$ cat src/rtl/alu_share_ctrl.sv
// alu_share_ctrl: shares one combinational ALU between two requesters.
// A round-robin arbiter issues one operation at a time onto the ALU. The
// result comes back on a valid/ready response channel. The block also holds
// the architectural flags register, which carry-chained ops read.
// Optional feature macro: ALU_SHARE_LOCK_EN (lets a requester hold its grant).

package alu_pkg;

  typedef enum logic [3:0] {
    FnA   = 4'd0,
    FnB   = 4'd1,
    FnADD = 4'd2,
    FnADC = 4'd3,
    FnSUB = 4'd4,
    FnSUC = 4'd5,
    FnAND = 4'd6,
    FnOR  = 4'd7,
    FnXOR = 4'd8,
    FnNOT = 4'd9,
    FnSHL = 4'd10,
    FnSHR = 4'd11
  } alu_functions_t;

  localparam int FLAGS_Z = 0;
  localparam int FLAGS_C = 1;
  localparam int FLAGS_N = 2;
  localparam int FLAGS_V = 3;

endpackage

// 16-bit combinational ALU with Z/C/N/V flags
module alu
  import alu_pkg::*;
(
  input  alu_functions_t AluOp,
  input  logic [15:0]    Op1,
  input  logic [15:0]    Op2,
  input  logic           CarryIn,
  output logic [15:0]    Result,
  output logic [3:0]     Flags
);

  logic [16:0] w_sum;
  logic        w_carry;
  logic        w_ovf;

  // Subtraction is A + ~B + 1, so C=1 means "no borrow"
  always_comb begin
    w_sum   = 17'd0;
    w_carry = 1'b0;
    w_ovf   = 1'b0;
    case (AluOp)
      FnA:   w_sum = {1'b0, Op1};
      FnB:   w_sum = {1'b0, Op2};
      FnADD: begin
        w_sum   = {1'b0, Op1} + {1'b0, Op2};
        w_carry = w_sum[16];
        w_ovf   = (Op1[15] == Op2[15]) && (w_sum[15] != Op1[15]);
      end
      FnADC: begin
        w_sum   = {1'b0, Op1} + {1'b0, Op2} + {16'd0, CarryIn};
        w_carry = w_sum[16];
        w_ovf   = (Op1[15] == Op2[15]) && (w_sum[15] != Op1[15]);
      end
      FnSUB: begin
        w_sum   = {1'b0, Op1} + {1'b0, ~Op2} + 17'd1;
        w_carry = w_sum[16];
        w_ovf   = (Op1[15] != Op2[15]) && (w_sum[15] != Op1[15]);
      end
      FnSUC: begin
        w_sum   = {1'b0, Op1} + {1'b0, ~Op2} + {16'd0, CarryIn};
        w_carry = w_sum[16];
        w_ovf   = (Op1[15] != Op2[15]) && (w_sum[15] != Op1[15]);
      end
      FnAND: w_sum = {1'b0, Op1 & Op2};
      FnOR:  w_sum = {1'b0, Op1 | Op2};
      FnXOR: w_sum = {1'b0, Op1 ^ Op2};
      FnNOT: w_sum = {1'b0, ~Op1};
      FnSHL: begin
        w_sum   = {1'b0, Op1[14:0], 1'b0};
        w_carry = Op1[15];
      end
      FnSHR: begin
        w_sum   = {2'b00, Op1[15:1]};
        w_carry = Op1[0];
      end
      default: w_sum = {1'b0, Op1};
    endcase
  end

  // Result and flag packing
  always_comb begin
    Result          = w_sum[15:0];
    Flags           = 4'd0;
    Flags[FLAGS_Z]  = (w_sum[15:0] == 16'd0);
    Flags[FLAGS_C]  = w_carry;
    Flags[FLAGS_N]  = w_sum[15];
    Flags[FLAGS_V]  = w_ovf;
  end

endmodule

module alu_share_ctrl
  import alu_pkg::*;
#(
  parameter int unsigned GRANT_INIT = 0
`ifdef ALU_SHARE_LOCK_EN
  , parameter int unsigned LOCK_TIMEOUT = 8
`endif
) (
  input  logic           Clock,
  input  logic           Reset,
  input  logic [1:0]     ReqValid,
  output logic [1:0]     ReqReady,
  input  alu_functions_t ReqAluOp0,
  input  alu_functions_t ReqAluOp1,
  input  logic [15:0]    ReqA0,
  input  logic [15:0]    ReqB0,
  input  logic [15:0]    ReqA1,
  input  logic [15:0]    ReqB1,
  input  logic [1:0]     ReqUseC,
  input  logic [1:0]     ReqSetF,
`ifdef ALU_SHARE_LOCK_EN
  input  logic [1:0]     ReqLock,
`endif
  output logic [1:0]     RspValid,
  input  logic [1:0]     RspReady,
  output logic [15:0]    RspResult,
  output logic [3:0]     RspFlags,
  output logic [3:0]     FlagsReg
);

  typedef enum logic [1:0] {IDLE, EXEC, RESP} state_t;

  state_t r_state;
  state_t w_nextState;

  // Issue registers: these drive the ALU directly and hold between ops
  alu_functions_t r_aluOp;
  logic [15:0]    r_op1;
  logic [15:0]    r_op2;
  logic           r_useC;
  logic           r_setF;
  logic           r_owner;

  logic [15:0]    r_rspResult;
  logic [3:0]     r_rspFlags;
  logic [3:0]     r_flagsReg;

  // r_prio names the requester that currently has highest priority
  logic           r_prio;

  logic           w_rrIdx;
  logic           w_grantIdx;
  logic [1:0]     w_reqReady;
  logic           w_accept;
  logic           w_rspDone;
  logic           w_carryIn;
  logic [15:0]    w_aluResult;
  logic [3:0]     w_aluFlags;

`ifdef ALU_SHARE_LOCK_EN
  localparam int LCW = (LOCK_TIMEOUT > 1) ? $clog2(LOCK_TIMEOUT) : 1;

  logic           r_lockActive;
  logic           r_lockOwner;
  logic [LCW-1:0] r_lockCnt;
`endif

  assign w_carryIn = r_useC & r_flagsReg[FLAGS_C];
  assign w_rspDone = (r_state == RESP) && RspReady[r_owner];

  alu uAlu (
    .AluOp   (r_aluOp),
    .Op1     (r_op1),
    .Op2     (r_op2),
    .CarryIn (w_carryIn),
    .Result  (w_aluResult),
    .Flags   (w_aluFlags)
  );

  // Round-robin pick: priority holder if it asks, otherwise the other one
  always_comb begin
    w_rrIdx = ReqValid[r_prio] ? r_prio : ~r_prio;
  end

  // A held lock pins the grant to its owner; otherwise plain round-robin
  always_comb begin
`ifdef ALU_SHARE_LOCK_EN
    if (r_lockActive) begin
      w_grantIdx = r_lockOwner;
    end else begin
      w_grantIdx = w_rrIdx;
    end
`else
    w_grantIdx = w_rrIdx;
`endif
  end

  // State register
  always_ff @(posedge Clock) begin
    if (Reset) begin
      r_state <= IDLE;
    end else begin
      r_state <= w_nextState;
    end
  end

  // Next-state logic: one issue, one ALU cycle, then wait for the owner
  always_comb begin
    w_nextState = r_state;
    case (r_state)
      IDLE:    if (w_accept) w_nextState = EXEC;
      EXEC:    w_nextState = RESP;
      RESP:    if (RspReady[r_owner]) w_nextState = IDLE;
      default: w_nextState = IDLE;
    endcase
  end

  // Handshake outputs: ready only for the winner in IDLE, valid only to owner
  always_comb begin
    w_reqReady = 2'b00;
    RspValid   = 2'b00;
    if ((r_state == IDLE) && !Reset && ReqValid[w_grantIdx]) begin
      w_reqReady = {w_grantIdx, ~w_grantIdx};
    end
    if (r_state == RESP) begin
      RspValid = {r_owner, ~r_owner};
    end
  end

  assign ReqReady = w_reqReady;
  assign w_accept = |w_reqReady;

  // Latch the winning request into the issue registers on accept
  always_ff @(posedge Clock) begin
    if (Reset) begin
      r_aluOp <= FnA;
      r_op1   <= 16'd0;
      r_op2   <= 16'd0;
      r_useC  <= 1'b0;
      r_setF  <= 1'b0;
      r_owner <= 1'b0;
    end else if (w_accept) begin
      r_aluOp <= w_grantIdx ? ReqAluOp1 : ReqAluOp0;
      r_op1   <= w_grantIdx ? ReqA1 : ReqA0;
      r_op2   <= w_grantIdx ? ReqB1 : ReqB0;
      r_useC  <= ReqUseC[w_grantIdx];
      r_setF  <= ReqSetF[w_grantIdx];
      r_owner <= w_grantIdx;
    end
  end

  // Capture the ALU output at the end of EXEC and update architectural flags
  always_ff @(posedge Clock) begin
    if (Reset) begin
      r_rspResult <= 16'd0;
      r_rspFlags  <= 4'd0;
      r_flagsReg  <= 4'd0;
    end else if (r_state == EXEC) begin
      r_rspResult <= w_aluResult;
      r_rspFlags  <= w_aluFlags;
      if (r_setF) begin
        r_flagsReg <= w_aluFlags;
      end
    end
  end

  assign RspResult = r_rspResult;
  assign RspFlags  = r_rspFlags;
  assign FlagsReg  = r_flagsReg;

  // The requester just served drops to lowest priority after its handshake
  always_ff @(posedge Clock) begin
    if (Reset) begin
      r_prio <= 1'(GRANT_INIT);
    end else if (w_rspDone) begin
      r_prio <= ~r_owner;
    end
  end

`ifdef ALU_SHARE_LOCK_EN
  // Lock tracking: set/clear on accept, force-release after idle owner cycles
  always_ff @(posedge Clock) begin
    if (Reset) begin
      r_lockActive <= 1'b0;
      r_lockOwner  <= 1'b0;
      r_lockCnt    <= '0;
    end else if (w_accept) begin
      r_lockCnt <= '0;
      if (ReqLock[w_grantIdx]) begin
        r_lockActive <= 1'b1;
        r_lockOwner  <= w_grantIdx;
      end else if (r_lockActive && (w_grantIdx == r_lockOwner)) begin
        r_lockActive <= 1'b0;
      end
    end else if ((r_state == IDLE) && r_lockActive && !ReqValid[r_lockOwner]) begin
      if (r_lockCnt == LCW'(LOCK_TIMEOUT - 1)) begin
        r_lockActive <= 1'b0;
        r_lockCnt    <= '0;
      end else begin
        r_lockCnt <= r_lockCnt + 1'b1;
      end
    end
  end
`endif

endmodule
$ cat config.mk
export PLATFORM = sky130hd
export DESIGN_NAME = alu_share_ctrl
export DESIGN_NICKNAME = d
export VERILOG_FILES = /design/src/rtl/alu_share_ctrl.sv
export SDC_FILE = /design/constraint.sdc
export NUM_CORES = 1
export LEC_CHECK = 0
export CAP_MARGIN = 20
export CORE_MARGIN = 2
export CORE_UTILIZATION = 35
export DETAILED_ROUTE_END_ITERATION = 10
export PLACE_DENSITY_LB_ADDON = 0.05
export SYNTH_ARGS = -nofsm -noshare
export SYNTH_HDL_FRONTEND = slang
export SYNTH_SLANG_ARGS = --single-unit
$ cat constraint.sdc
create_clock -name Clock -period 11.75 [get_ports Clock]
set_input_delay 2.35 -clock Clock [delete_from_list [all_inputs] [get_ports Clock]]
set_output_delay 2.35 -clock Clock [all_outputs]
set_load 0.01 [all_outputs]
# --- Word-level counts from Yosys, hierarchy flattened ---
# Cells that the tools add are included.
classes:
  addsub: 5
  multipliers: 0
  div: 0
  magnitude_cmp: 3
  eq_ne: 21
  shifts: 0
  muxes: 22
  bitwise: 9
  reduce_logical: 13
ops:
  columns: ["operator", "n"]
  rows:
  - ["16-bit case mux with 11 select lines", 1]
  - ["16-bit by 16-bit adder with 17-bit output", 2]
  - ["17-bit by 1-bit adder with 17-bit output", 2]
  - ["16-bit 2-to-1 mux", 2]
  - ["16-bit NOT", 2]
  - ["17-bit by 1-bit adder with 17-bit output, second input constant", 1]
  - ["16-bit AND", 1]
  - ["4-bit by 3-bit == test with 1-bit output, second input constant", 4]
  - ["4-bit == test, second input constant", 4]
  - ["16-bit zero test", 1]
  - ["16-bit bitwise OR", 1]
  - ["16-bit XOR", 1]
  - ["1-bit 2-to-1 mux", 11]
  - ["4-bit by 2-bit == test with 1-bit output, second input constant", 2]
  - ["2-bit 2-to-1 mux", 4]
  - ["1-bit logical AND", 7]
  - ["1-bit by 2-bit < comparator with 1-bit output, second input constant", 3]
  - ["1-bit case mux with 6 select lines", 1]
  - ["2-bit case mux with 3 select lines", 1]
  - ["1-bit inequality test", 5]
  - ["4-bit by 1-bit == test with 1-bit output, second input constant", 1]
  - ["4-bit 2-to-1 mux", 1]
  - ["1-bit case mux with 4 select lines", 1]
  - ["2-bit AND reduction", 2]
  - ["other kinds (10)", 12]
totals:
  ff_bits: 66
  latchBits: 0
  ramBits: 0
  romBits: 0
  inputBits: 82
  output_inout_bits: 28
  word_cells: 84
  mem_count: 0

# --- Logic depth before layout (Yosys ltp) ---
depth:
  word_depth: 10
  ltp_mapped: 17
  depth_no_buf: 17

# --- By module ---
# From an unflattened synthesis, not the netlist that was laid out.
hier_totals:
  cells_unflattened: 1079
  hier_area_um2: 8059.0
modules_own_cells:
  columns: ["mod", "n_inst", "cells_each", "area_per_inst_um2", "seq_area_each_um2"]
  rows:
  - ["alu", 1, 721, 4893.4, 0.0]
  - ["alu_share_ctrl", 1, 358, 3165.5, 1321.3]

# --- Worst setup path after synthesis ---
# OpenSTA, ideal clock, no wires.
synth_path:
  path_kind: "input -> output"
  startpoint: "input Reset"
  endpoint: "output ReqReady[0]"
  t_arrival_ns: 3.446
  t_required_ns: 9.400
  slack_ns: 5.954
  path_stages: 4
  n_path_buf: 1
  path_cell_list: "or4_1 clkinv_1 clkbuf_1 and2_1"
synth_via:
  elab_chain_cells: 4
synth_rtl:
  columns: ["element", "line", "rtl"]
  rows:
  - ["start, declared", "112", "input logic Reset,"]
  - ["1-bit zero test", "224", "if ((r_state == IDLE) && !Reset && ReqValid[w_grantIdx]) begin"]
  - ["1-bit logical AND (2 in a row)", "224", null]
  - ["2-bit 2-to-1 mux", "224", null]
  - ["end, declared", "114", "output logic [1:0] ReqReady,"]
# No other way between the ends.

# --- Final worst setup path ---
layout_path:
  startpoint: "input ReqValid[1]"
  endpoint: "output ReqReady[0]"
layout_via:
  elab_chain_cells: 7
  elab_cells_between_ends: 8
  classes_between: "mux: 6; bitwise: 1; reduce/logical: 1"
layout_rtl:
  columns: ["element", "line", "rtl"]
  rows:
  - ["start, declared", "113", "input logic [1:0] ReqValid,"]
  - ["1-bit 2-to-1 mux (not written as such) (2 in a row)", "184", "w_rrIdx = ReqValid[r_prio] ? r_prio : ~r_prio;"]
  - ["1-bit 2-to-1 mux", "184", null]
  - ["1-bit 2-to-1 mux (not written as such) (2 in a row)", "224", null]
  - ["1-bit logical AND", "224", null]
  - ["2-bit 2-to-1 mux *", "224", null]
# Every way passes the cells marked *; elsewhere a longest branch is shown, timed or not. The select of a mux whose other input is x is not followed.

==> impl_metrics.json <==
{
  "track_usage": 0.246,
  "worst_hold_startpoint": "RspResult[7]$_SDFFE_PP0N_",
  "hold_path_end": "RspResult[7]$_SDFFE_PP0N_",
  "setup_repair_after_global_routing_missed_its_margin": "false",
  "crit_fanout": 78,
  "clkSlewWorstSetupHoldPaths_ns": 0.06,
  "area_of_the_core_mm2": 0.0218,
  "hold_viol_final": 0,
  "r2r.worst_path.cells": 13,
  "postSynth.asyncResetShare": 0,
  "gp_congestion": 0.918,
  "synth_cell_types": 86,
  "vias_in_the_first_global_route": 7855,
  "maxClockFrequency_ghz": 0.140,
  "post_drt_via_cell_ratio": 5.95,
  "ios": 110,
  "r2r_end": "RspFlags[1]$_SDFFE_PP0N_",
  "synth_top_area_cell": "sky130_fd_sc_hd__dfxtp_1",
  "final.min_clock_period_ns": 7.14,
  "starting_drc_count_in_detailed_routing": 613,
  "total_power_after_layout_mw": 1.25,
  "quantity_of_i_o_buffers_inserted_on_ports": 109,
  "finalNetCount": 1262,
  "synth_seq_cells": 65,
  "vdd_drop_max_v": 0.0000728,
  "clk-insertion-delay-late_ns": 0.34,
  "grt_start_max_net_pins": 79,
  "worst_pin_slew_ns": 0.965,
  "slowest_delay_ns": 0.55,
  "cts_setup_buffers": 0,
  "crit_chain": "clkdlybuf4s50_1 -> nor2_1 -> or4_1 -> inv_2 -> buf_4 -> and2_1 -> clkdlybuf4s50_1",
  "per_instance_average_area_after_synthesis_um2": 7.33,
  "synth_top_cells_by_area": "sky130_fd_sc_hd__dfxtp_1, sky130_fd_sc_hd__ha_1, sky130_fd_sc_hd__mux2i_1",
  "placement.setup.worst_slack_ns": 4.61,
  "insertedDiodeCount": 0,
  "post-route-worst-setup-slack_ns": 4.61,
  "top_cell_by_count_worst_path": "sky130_fd_sc_hd__clkdlybuf4s50_1",
  "wl_per_instance_um": 20.9,
  "dominantRegCellSynth": "sky130_fd_sc_hd__dfxtp_1",
  "grt_pass1_wl_mm": 45.0,
  "number_of_clock_sinks": 65,
  "critPathLaunchType": "input pin",
  "postCtsHoldBufs": 0,
  "drt_wl_total_mm": 29.3,
  "cts_root_buffer": "sky130_fd_sc_hd__clkbuf_16",
  "antenna_violations_before_repair": 0,
  "floorplan.initialDensity": 0.356,
  "tritoncts": "done",
  "maxSlewHeadroom": 0.340,
  "synthesis.nets": 1201,
  "grt_remaining_overflow": 0,
  "timing.critical_path.slowest_stage_cell": "sky130_fd_sc_hd__buf_4",
  "final.period_utilization": 0.608,
  "worst_r2r_startpoint": "r_op1[0]$_SDFFE_PP0P_",
  "final.setup.tns_ns": 0,
  "final.setup_skew_ns": 0.00724,
  "worstSetupPathType": "input pin to output pin",
  "dieWidth_um": 153,
  "final_util": 0.429,
  "leakage_nw": 3.53,
  "synth_edf_count": 0,
  "synth-warning-count": 0,
  "drt_pass1_iterations": 5,
  "syn-cell-area_mm2": 0.00777,
  "final_setup_vio_count": 0,
  "cts_inserted_buffers": 9,
  "hpwlAfterDp_mm": 22.9,
  "post_cts_resized": 0,
  "hold-path-cell-count": 2,
  "die_y_um": 153,
  "critPathRequiredTime_ns": 9.40,
  "drv_cap": 0,
  "timing.reg2reg.setup_slack_ns": 6.94,
  "arrival_time_of_the_worst_setup_path_ns": 4.79,
  "post_route_cells_drive_above_1_share": 0.0560,
  "timing.critical_path.to_type": "output pin",
  "fp-row-count": 54,
  "final.hold.worst_slack_ns": 0.456,
  "cts.path.max_buffers": 2,
  "hp-class": "flop to flop",
  "synthCells": 1060,
  "ant_nets": 0,
  "route.detailed.drc": 0,
  "slew_violations": 0,
  "die-area_mm2": 0.0234,
  "power_per_cell_area_mw_per_mm2": 133,
  "status": "completed",
  "post-synth-top-area-fraction": 0.167,
  "synth_sequential_area_ratio": 0.167,
  "worstSetupStartpoint": "ReqValid[1]",
  "cts_htree_levels": 3,
  "area_delta_synth_final_pct": 20.6,
  "count_of_vias_placed_by_the_detailed_router": 8362
}
==> registers in the layout (all words and copies together), names as in the netlist, 2 cells and up <==
name       flops
r_op1         16
r_op2         16
RspResult     15
FlagsReg       4
RspFlags       4
r_aluOp        4
r_state        2
==> where the power goes <==
part           total (mW)  leakage (nW)  internal (mW)  switching, mW
sequential          0.273         0.534          0.242         0.0311
combinational       0.662          2.83          0.251          0.411
clock               0.314         0.166          0.207          0.106
==> final cells by class <==
class,instances,area [µm²]
clock buffer,9,225
clock inverter,6,116
fill,2293,12500
inverter,52,195
multi-input combinational,871,6000
sequential,65,1300
tap,280,350
timing repair buffer,122,1180
==> cells in the final DEF, fill, tap and decap left out, types with 8 or more instances in the layout <==
cell                                n
sky130_fd_sc_hd__xnor2_1           27
sky130_fd_sc_hd__o22ai_1           14
sky130_fd_sc_hd__o21ai_0           50
sky130_fd_sc_hd__nor2b_1           17
sky130_fd_sc_hd__xor2_1            14
sky130_fd_sc_hd__a31oi_1           14
sky130_fd_sc_hd__nor2_1           118
sky130_fd_sc_hd__or3_1             11
sky130_fd_sc_hd__a221oi_1           8
sky130_fd_sc_hd__nand2b_1          11
sky130_fd_sc_hd__dfxtp_1           63
sky130_fd_sc_hd__a21o_1            14
sky130_fd_sc_hd__ha_1              57
sky130_fd_sc_hd__a21oi_1           65
sky130_fd_sc_hd__mux2i_1           46
sky130_fd_sc_hd__nand3_1           26
sky130_fd_sc_hd__clkdlybuf4s50_1  108
sky130_fd_sc_hd__inv_1             50
sky130_fd_sc_hd__a211oi_1          57
sky130_fd_sc_hd__buf_4             13
sky130_fd_sc_hd__nand4_1           11
sky130_fd_sc_hd__or2_2              9
sky130_fd_sc_hd__o211ai_1          20
sky130_fd_sc_hd__and2_1            18
sky130_fd_sc_hd__a32oi_1            8
sky130_fd_sc_hd__nand2_1           80
sky130_fd_sc_hd__o31ai_1            8
sky130_fd_sc_hd__clkbuf_16          9
sky130_fd_sc_hd__nor4_1            13
sky130_fd_sc_hd__nor3_1            23
==> metrics by stage <==
stage	instance area, µm²	cells
2_1_floorplan	7770	1060
3_3_place_gp	9030	1390
3_5_place_dp	9030	1390
4_1_cts	9370	1405
5_1_grt	9370	1405
6_report	9370	1405
==> cells in the mapped netlist (17+ instances only) <==
master / n
sky130_fd_sc_hd__nor2b_1: 17
sky130_fd_sc_hd__mux2i_1: 47
sky130_fd_sc_hd__inv_1: 50
sky130_fd_sc_hd__xnor2_1: 27
sky130_fd_sc_hd__ha_1: 57
sky130_fd_sc_hd__o21ai_0: 50
sky130_fd_sc_hd__nand2_1: 80
sky130_fd_sc_hd__nor3_1: 23
sky130_fd_sc_hd__clkbuf_1: 52
sky130_fd_sc_hd__nand3_1: 26
sky130_fd_sc_hd__and2_1: 18
sky130_fd_sc_hd__o211ai_1: 20
sky130_fd_sc_hd__dfxtp_1: 65
sky130_fd_sc_hd__a21oi_1: 65
sky130_fd_sc_hd__a211oi_1: 57
sky130_fd_sc_hd__nor2_1: 118
==> worst max-delay path by stage <==
stage / end / slack, ns / cells past startpoint
final: ReqReady[0] / 4.61 / 7
after floorplan: ReqReady[0] / 5.95 / 4
after detailed placement: ReqReady[0] / 4.61 / 7
after global routing: ReqReady[0] / 4.43 / 7
after global placement: ReqReady[0] / 4.60 / 7
after CTS: ReqReady[0] / 4.61 / 7
==> worst max-delay path: cells and delay by family <==
family | cells | cell delay, ns
buffers and inverters | 4 | 1.68
and+or+nand+nor | 3 | 0.74
==> cells by family after synthesis <==
logic type                 after synthesis  synth area share
adders and majority gates               59            0.0970
AOI/OAI and AO/OA                      352             0.325
xor gates and xnor gates                41            0.0462
DFF                                     65             0.167
buffers and inverters                  124            0.0628
muxes                                   52            0.0722
and+or+nand+nor                        367             0.229
==> per-layer routing <==
metal	up-vias	global-route usage	wire length, µm	part of all wire
li1	4084	-	-	-
met1	3909	0.355	14000	0.48
met2	329	0.368	12400	0.42
met3	40	0.0332	1900	0.065
met4	0	0.0966	1010	0.035
met5	-	0	0	0
Power figures use the tool's default switching activity.
